==> src/rtl/chunked_seq_adder_if.sv <==
// Operand/result handshake bundle for chunked_seq_adder.
//   slave  : adder side  (accepts x/y/cin/sub, produces s/cout/ovf/zero)
//   master : client side (drives operands, consumes results)
interface chunked_seq_adder_if #(
   parameter int WIDTH = 16
);
   logic             in_valid;
   logic             in_ready;
   logic [WIDTH-1:0] x;
   logic [WIDTH-1:0] y;
   logic             cin;
   logic             sub;
   logic             out_valid;
   logic             out_ready;
   logic [WIDTH-1:0] s;
   logic             cout;
   logic             ovf;
   logic             zero;

   modport slave (
      input  in_valid, x, y, cin, sub, out_ready,
      output in_ready, out_valid, s, cout, ovf, zero
   );

   modport master (
      output in_valid, x, y, cin, sub, out_ready,
      input  in_ready, out_valid, s, cout, ovf, zero
   );
endinterface

==> src/rtl/chunked_seq_adder.sv <==
// Multi-cycle adder/subtractor: a WIDTH-bit sum is built CHUNK bits per
// clock, least significant slice first, so only a CHUNK-bit carry chain
// sits between registers.
//   clk   : clock, rising edge
//   rst_n : synchronous active-low reset
//   bus   : operand/result handshakes (slave modport)
//
// state | meaning
// IDLE  | in_ready=1, waiting for an operation
// RUN   | adding slice k_q each cycle
// DONE  | out_valid=1, holding results until out_ready
module chunked_seq_adder #(
   parameter int WIDTH = 16,
   parameter int CHUNK = 4
) (
   input logic                 clk,
   input logic                 rst_n,
   chunked_seq_adder_if.slave  bus
);
   localparam int NCHUNK = WIDTH / CHUNK;
   localparam int KW     = (NCHUNK > 1) ? $clog2(NCHUNK) : 1;

   typedef enum logic [1:0] {IDLE, RUN, DONE} state_t;

   state_t           state_q, state_d;
   logic [KW-1:0]    k_q, k_d;
   logic [WIDTH-1:0] a_q, a_d;
   logic [WIDTH-1:0] b_q, b_d;
   logic [WIDTH-1:0] acc_q, acc_d;
   logic             carry_q, carry_d;
   logic [WIDTH-1:0] s_q, s_d;
   logic             cout_q, cout_d;
   logic             ovf_q, ovf_d;
   logic             zero_q, zero_d;

   logic [CHUNK-1:0] a_sl, b_sl, sum_sl;
   logic             c_slice, c_msb, last;
   int               base;

   always_comb begin
      base = int'(k_q) * CHUNK;
      a_sl = a_q[base +: CHUNK];
      b_sl = b_q[base +: CHUNK];
      {c_slice, sum_sl} = {1'b0, a_sl} + {1'b0, b_sl} + {{CHUNK{1'b0}}, carry_q};
      // Carry into the top bit of this slice, recovered from the sum bit;
      // for CHUNK=1 this collapses to carry_q.
      c_msb = sum_sl[CHUNK-1] ^ a_sl[CHUNK-1] ^ b_sl[CHUNK-1];
      last  = (k_q == KW'(NCHUNK - 1));
   end

   always_comb begin
      state_d = state_q;
      k_d     = k_q;
      a_d     = a_q;
      b_d     = b_q;
      acc_d   = acc_q;
      carry_d = carry_q;
      s_d     = s_q;
      cout_d  = cout_q;
      ovf_d   = ovf_q;
      zero_d  = zero_q;
      case (state_q)
         IDLE: begin
            if (bus.in_valid) begin
               a_d     = bus.x;
               b_d     = bus.sub ? ~bus.y : bus.y;
               carry_d = bus.sub ? 1'b1 : bus.cin;
               k_d     = '0;
               state_d = RUN;
            end
         end
         RUN: begin
            acc_d[base +: CHUNK] = sum_sl;
            carry_d = c_slice;
            k_d     = k_q + KW'(1);
            if (last) begin
               k_d     = '0;
               state_d = DONE;
               s_d     = acc_d;
               cout_d  = c_slice;
               ovf_d   = c_slice ^ c_msb;
               zero_d  = (acc_d == '0);
            end
         end
         DONE: begin
            if (bus.out_ready) state_d = IDLE;
         end
         default: state_d = IDLE;
      endcase
   end

   always_ff @(posedge clk) begin
      if (!rst_n) begin
         state_q <= IDLE;
         k_q     <= '0;
         a_q     <= '0;
         b_q     <= '0;
         acc_q   <= '0;
         carry_q <= 1'b0;
         s_q     <= '0;
         cout_q  <= 1'b0;
         ovf_q   <= 1'b0;
         zero_q  <= 1'b0;
      end else begin
         state_q <= state_d;
         k_q     <= k_d;
         a_q     <= a_d;
         b_q     <= b_d;
         acc_q   <= acc_d;
         carry_q <= carry_d;
         s_q     <= s_d;
         cout_q  <= cout_d;
         ovf_q   <= ovf_d;
         zero_q  <= zero_d;
      end
   end

   assign bus.in_ready  = (state_q == IDLE);
   assign bus.out_valid = (state_q == DONE);
   assign bus.s         = s_q;
   assign bus.cout      = cout_q;
   assign bus.ovf       = ovf_q;
   assign bus.zero      = zero_q;
endmodule

==> src/flat_wrapper.sv <==
// flat-port wrapper written by rule: the top's interface ports become plain ports
module chunked_seq_adder_flat 
#(
   parameter int WIDTH = 16,
   parameter int CHUNK = 4
)
  (clk, rst_n, bus_in_valid, bus_x, bus_y, bus_cin, bus_sub, bus_out_ready, bus_in_ready, bus_out_valid, bus_s, bus_cout, bus_ovf, bus_zero);
  chunked_seq_adder_if #(.WIDTH(WIDTH)) bus_i ();
  input logic clk;
  input logic rst_n;
  input wire logic [$bits(bus_i.in_valid)-1:0] bus_in_valid;
  input wire logic [$bits(bus_i.x)-1:0] bus_x;
  input wire logic [$bits(bus_i.y)-1:0] bus_y;
  input wire logic [$bits(bus_i.cin)-1:0] bus_cin;
  input wire logic [$bits(bus_i.sub)-1:0] bus_sub;
  input wire logic [$bits(bus_i.out_ready)-1:0] bus_out_ready;
  output wire logic [$bits(bus_i.in_ready)-1:0] bus_in_ready;
  output wire logic [$bits(bus_i.out_valid)-1:0] bus_out_valid;
  output wire logic [$bits(bus_i.s)-1:0] bus_s;
  output wire logic [$bits(bus_i.cout)-1:0] bus_cout;
  output wire logic [$bits(bus_i.ovf)-1:0] bus_ovf;
  output wire logic [$bits(bus_i.zero)-1:0] bus_zero;
  assign bus_i.in_valid = bus_in_valid;
  assign bus_i.x = bus_x;
  assign bus_i.y = bus_y;
  assign bus_i.cin = bus_cin;
  assign bus_i.sub = bus_sub;
  assign bus_i.out_ready = bus_out_ready;
  assign bus_in_ready = bus_i.in_ready;
  assign bus_out_valid = bus_i.out_valid;
  assign bus_s = bus_i.s;
  assign bus_cout = bus_i.cout;
  assign bus_ovf = bus_i.ovf;
  assign bus_zero = bus_i.zero;
  chunked_seq_adder #(.WIDTH(WIDTH), .CHUNK(CHUNK)) u_core (.clk(clk), .rst_n(rst_n), .bus(bus_i));
endmodule
==> config.mk <==
export PLATFORM = sky130hd
export DESIGN_NAME = chunked_seq_adder_flat
export DESIGN_NICKNAME = d
export VERILOG_FILES = /design/src/rtl/chunked_seq_adder_if.sv /design/src/rtl/chunked_seq_adder.sv /design/src/flat_wrapper.sv
export SDC_FILE = /design/constraint.sdc
export NUM_CORES = 1
export LEC_CHECK = 0
export BUFFER_PORTS_ARGS = -buffer_cell sky130_fd_sc_hd__buf_2
export CORE_UTILIZATION = 40
export DETAILED_ROUTE_END_ITERATION = 16
export PLACE_DENSITY = 0.64
export SLEW_MARGIN = 40
export SYNTH_ARGS = -nofsm -noshare
export SYNTH_HDL_FRONTEND = slang
export SYNTH_SLANG_ARGS = --single-unit
export TNS_END_PERCENT = 5
==> constraint.sdc <==
create_clock -name clk -period 7.7 [get_ports clk]
set_clock_uncertainty 0.05 [all_clocks]
set_input_delay 0.385 -clock clk [delete_from_list [all_inputs] [get_ports clk]]
set_output_delay 0.385 -clock clk [all_outputs]
set_load 0.01 [all_outputs]
# [Word-level counts from Yosys, hierarchy flattened]
# Index checks and enable logic that the tools add are counted.
[classes] n_bitwise=4 n_mux=12 shifts=4 reduce_logical=7 eq_ne=6 n_addsub=4
[op_table] operator="$neg 4->33" count=1
[op_table] operator="$shift 4x33->16 const A" count=1
[op_table] operator="$shiftx 4x33->16" count=1
[op_table] operator="$shiftx 16x5->4" count=2
[op_table] operator="$bwmux 16" count=1
[op_table] operator="$logic_not 16->1" count=1
[op_table] operator="$mux 16" count=1
[op_table] operator="$not 16->16" count=1
[op_table] operator="$mux 2" count=5
[op_table] operator="$pmux 2 s3" count=1
[op_table] operator="$reduce_and 2->1" count=3
[op_table] operator="$add 4x4->5" count=1
[op_table] operator="$add 5x1->5" count=1
[op_table] operator="$eq 2x2->1 const B" count=2
[op_table] operator="$ne 2x2->1 const B" count=2
[op_table] operator="$pmux 2 s2" count=1
[op_table] operator="$reduce_and 3->1" count=1
[op_table] operator="$xor 1x1->1" count=3
[op_table] operator="$add 2x1->2 const B" count=1
[op_table] operator="$eq 2x1->1 const B" count=1
[op_table] operator="$logic_not 2->1" count=1
[op_table] operator="$mux 1" count=2
[op_table] operator="$ne 2x1->1 const B" count=1
[op_table] operator="$pmux 1 s2" count=1
[op_table] operator="$reduce_bool 2->1" count=1
[totals] inputBits=38 register_bits=72

# [Depth between registers and ports, before layout]
[logic_depth] ltp_word=6 mapped_depth=10

# [Worst setup path after synthesis]
# OpenSTA, ideal clock, no wires.
[synth_timing] path_type="register to register" startpoint="register u_core.k_q[0]" endpoint="register u_core.zero_q (netlist: u_core.bus.zero)" required_time_ps=7529 setup_ps=121 path_slack_ps=4619 synth_period_minus_slack_ps=3081 stages_incl_launch_ff=11 arrival_ps=2909 path_cell_list="dfxtp_1 buf_2 mux4_1 fa_1 inv_1 fa_1 nor4b_1 mux2i_1 and2_1 o2111ai_1 o31ai_1"
[synth_between] elab_chain_cells=6 elab_cells_between_ends=11 cone_classes="add/sub (3); eq/ne (1); shift (4); mux (1); reduce/logical (2)"
[synth_rtl] element="from (decl)" line="chunked_seq_adder.sv:26" source="logic [KW-1:0] k_q, k_d;"
[synth_rtl] element="from (signal assigned)" line="chunked_seq_adder.sv:106" source="k_q <= k_d;"
[synth_rtl] element="$shiftx 16x5->4 (on tied branches)" line="chunked_seq_adder.sv:42, chunked_seq_adder.sv:43"
[synth_rtl] element="$add 4x4->5" line="chunked_seq_adder.sv:44" source="{c_slice, sum_sl} = {1'b0, a_sl} + {1'b0, b_sl} + {{CHUNK{1'b0}}, carry_q};"
[synth_rtl] element="$add 5x1->5" line="chunked_seq_adder.sv:44"
[synth_rtl] element="$shiftx 4x33->16" line="chunked_seq_adder.sv:73" source="acc_d[base +: CHUNK] = sum_sl;"
[synth_rtl] element="$bwmux 16" line="chunked_seq_adder.sv:73"
[synth_rtl] element="$logic_not 16->1" line="chunked_seq_adder.sv:82" source="zero_d = (acc_d == '0);"
[synth_rtl] element="to (signal assigned)" line="chunked_seq_adder.sv:114" source="zero_q <= zero_d;"
[synth_rtl] element="to (decl)" line="chunked_seq_adder.sv:34" source="logic zero_q, zero_d;"
# Several ways; a longest one is shown, not always the timed one.
# A chain may end at the register's enable or synchronous reset.

# [Worst setup path in the final report]
# Same ends and word-level chain as after synthesis.

==> qor.csv <==
stage;metric;value;unit
power;power_frac_clock;38.4;%
final_layout;final_area;0.00404;mm^2
floorplan;io_pins;59;
power;seqPwrFrac;46.7;%
final_layout;drive_gt1_share;17.4;%
grt;grt_pass1_vias;2806;
detailed_routing;dr.pass1.iters;4;
final_layout;diodes;0;
final_layout;register_area;0.00144;mm^2
clock_network;ctsHtreeMaxLevel;3;
worst_setup_path;start_kind;register;
final_layout;fin_util;48.4;%
clock_network;clock_latency;0.35;ns
yosys;syn_nets;448;
flow_run;cap_violations;0;
clock_network;clkSlewWorstSetupHoldPaths;0.08;ns
yosys;synthArstFlopShare;0;%
placement;port_buffers;58;
timing;period_minus_slack;3.49;ns
detailed_routing;drtIter0Drc;139;
power;switching_share;26.7;%
grt;overflow;0;
grt;grt_pass1_wl;12600;um
worst_setup_path;worstSetupPathType;register to register;
timing;grt_setup_unrepaired;no;
yosys;netlist.area_leader.share;41.2;%
clock_network;post_cts_buffers;0;
detailed_routing;wirelength;7670;um
yosys;synth_xor_area_share;4.26;%
clock_network;cts_resized;0;
clock_network;clockBufferDepth;2;
yosys;ys.flop_type;dfxtp_1;
placement;dp_hpwl;5420;um
grt;grtUsageMet3;5.82;%
yosys;synth.avg_cell_area;8.76;um^2
yosys;synth_top_family_by_area;simple AND/OR/NAND/NOR gates;
worst_setup_path;arrival;3.68;ns
worst_hold_path;hold_path_class;primary input to register;
grt;grt_use_met1;22.0;%
grt;grt_max_degree;67;
power;power_switching;0.000230;W
final_layout;area_delta_synth_final;15.5;%
power;power.leakage;1.59;nW
power;ir_drop;0.118;mV
detailed_routing;avgRoutedWirePerCell;13.9;um
yosys;synth_top_cell_by_area;dfxtp_1;
clock_network;cts_tree;yes;
power;powerDensity;214;mW/mm^2
floorplan;row_count;33;
yosys;synthDistinctLibCells;46;
detailed_routing;vias_per_cell;5.32;
floorplan;dieWidth;95.5;um
final_layout;fill_cells;811;
clock_network;clock_sink_count;72;
yosys;synth_edf_count;0;
floorplan;core-area;0.00834;mm^2
timing;period_share;45.4;%
power;p_comb_share;14.9;%
timing;timing.slew.headroom;52.1;%
grt;grt_most_used_layer;met2;
timing;worstMarginPinSlew;0.717;ns
final_layout;multi_input_area;0.00189;mm^2
floorplan;die_area;0.00911;mm^2
worst_setup_path;path_max_fanout;18;
yosys;synth_area;0.00349;mm^2
clock_network;numCtsBuffers;9;
timing;whs;0.214;ns
detailed_routing;vias;2938;
placement;gp_congestion;0.848;
timing;fin_setup_tns;0;ns
yosys;ys_seq_area_share;41.2;%
yosys;synth_warnings;0;
yosys;synth.ff_latch_count;72;
placement;place_area;0.00382;mm^2
grt;antenna_found_initial;0;
yosys;synth_area_leaders;dfxtp_1, a211oi_1, nor2_1;
grt;met2_usage;30.0;%
clock_network;ctsHoldBuffers;0;
timing;slew_violations;0;
yosys;yosysMostFrequentCell;dfxtp_1;
yosys;synth_cells;399;
timing;hold_viol;0;
detailed_routing;drcViolationCount;0;
run_status;status;complete, no violations;
yosys;yosys-top-cells-count;dfxtp_1, nor2_1, nand2_1, a211oi_1, a21oi_1;
timing;setup_viol;0;
clock_network;cts_root_buffer;clkbuf_8;
yosys;synth_mux_area_share;7.05;%
floorplan;die_h;95.5;um
detailed_routing;antenna_left;0;
grt;track_usage;18.1;%
yosys;synth-simple-area-share;20.3;%
worst_setup_path;worst_ep_required_time;7.89;ns
yosys;synthAdderAreaFrac;4.37;%
power;intPower;0.000632;W
timing;fmax;286;MHz
worst_setup_path;worst_setup_path_end_kind;register;
floorplan;initial_core_util;41.9;%
yosys;synth_compound_area_share;18.1;%
final_layout;num-nets-final;492;
power;power;0.000862;W
-- power by group through the flow --
stage | Clock [W] | Combinational (W) | Sequential, W
6_report | 0.000331 | 0.000129 | 0.000403
5_1_grt | 0.000350 | 0.000144 | 0.000405
4_1_cts | 0.000337 | 0.000128 | 0.000403
3_5_place_dp | 0 | 0.000128 | 0.000412
3_3_place_gp | 0 | 0.000126 | 0.000411
2_1_floorplan | 0 | 0.0000982 | 0.000406
-- cells in the final DEF (no fill, tap or decap), types with 4 or more instances in the layout --
| cell type | instances |
|---|---|
| a211oi_1 | 35 |
| a21oi_1 | 32 |
| a22oi_1 | 4 |
| a31oi_1 | 5 |
| and2_1 | 5 |
| buf_2 | 58 |
| clkbuf_8 | 10 |
| dfxtp_1 | 72 |
| ha_1 | 9 |
| inv_1 | 10 |
| mux2i_1 | 4 |
| mux4_1 | 7 |
| nand2_1 | 43 |
| nand3_1 | 8 |
| nor2_1 | 55 |
| nor2b_1 | 12 |
| nor3_1 | 9 |
| nor4_1 | 4 |
| o21ai_0 | 6 |
| xnor2_1 | 16 |
-- stage by stage --
| step | setup WS [ns] | instances |
|---|---|---|
| 2_1_floorplan | 4.62 | 399 |
| 3_3_place_gp | 4.35 | 537 |
| 3_5_place_dp | 4.23 | 537 |
| 4_1_cts | 4.23 | 552 |
| 5_1_grt | 3.95 | 552 |
| 6_report | 4.21 | 552 |
-- cells by family after synthesis --
family / count (synthesis)
xor gates and xnor gates: 17
adders and majority gates: 11
muxes: 12
AOI/OAI and AO/OA: 96
buffers and inverters: 39
and+or+nand+nor: 152
DFF: 72
-- registers in the layout, indices dropped and copies added (netlist names) --
signal / count
u_core.carry_q: 1
u_core.bus.ovf: 1
u_core.b_q: 16
u_core.a_q: 16
u_core.k_q: 2
u_core.state_q: 2
u_core.bus.zero: 1
u_core.acc_q: 16
u_core.bus.s: 16
u_core.bus.cout: 1
-- critical path, cell delays in order (launching register included) --
cell	delay [ns]
dfxtp_1	0.78
mux4_1	0.68
fa_1	0.46
inv_1	0.09
fa_1	0.45
nor4b_1	0.29
mux2i_1	0.19
and2_1	0.20
o2111ai_1	0.10
o31ai_1	0.09
-- path summary, 6_finish.rpt --
kind                              startpoint                            to  slack, ns  depth (start not counted)
hold reg to reg   u_core.a_q[5]$_SDFFE_PN0P_    u_core.a_q[5]$_SDFFE_PN0P_       0.41                          2
setup reg to reg  u_core.k_q[0]$_SDFFE_PN0P_  u_core.bus.zero$_SDFFE_PN0P_       4.21                          9
setup / recovery  u_core.k_q[0]$_SDFFE_PN0P_  u_core.bus.zero$_SDFFE_PN0P_       4.21                          9
hold / removal                     bus_x[14]   u_core.a_q[14]$_SDFFE_PN0P_       0.21                          3
-- metal layers --
layer | vias up | wire, um | part of all wire (%)
li1 | 1511 | - | -
met1 | 1330 | 3490 | 45
met2 | 79 | 3670 | 48
met3 | 18 | 378 | 4.9
met4 | 0 | 133 | 1.7
met5 | - | 0 | 0
-- cell type report --
| class | count | area share (%) |
|---|---|---|
| clock buffer | 10 | 3.41 |
| clock inverter | 5 | 2.01 |
| inverter | 11 | 1.08 |
| multi-input combinational | 288 | 46.8 |
| sequential | 72 | 35.7 |
| tap | 105 | 3.25 |
| timing repair buffer | 61 | 7.75 |
Power figures use the tool's default switching activity.
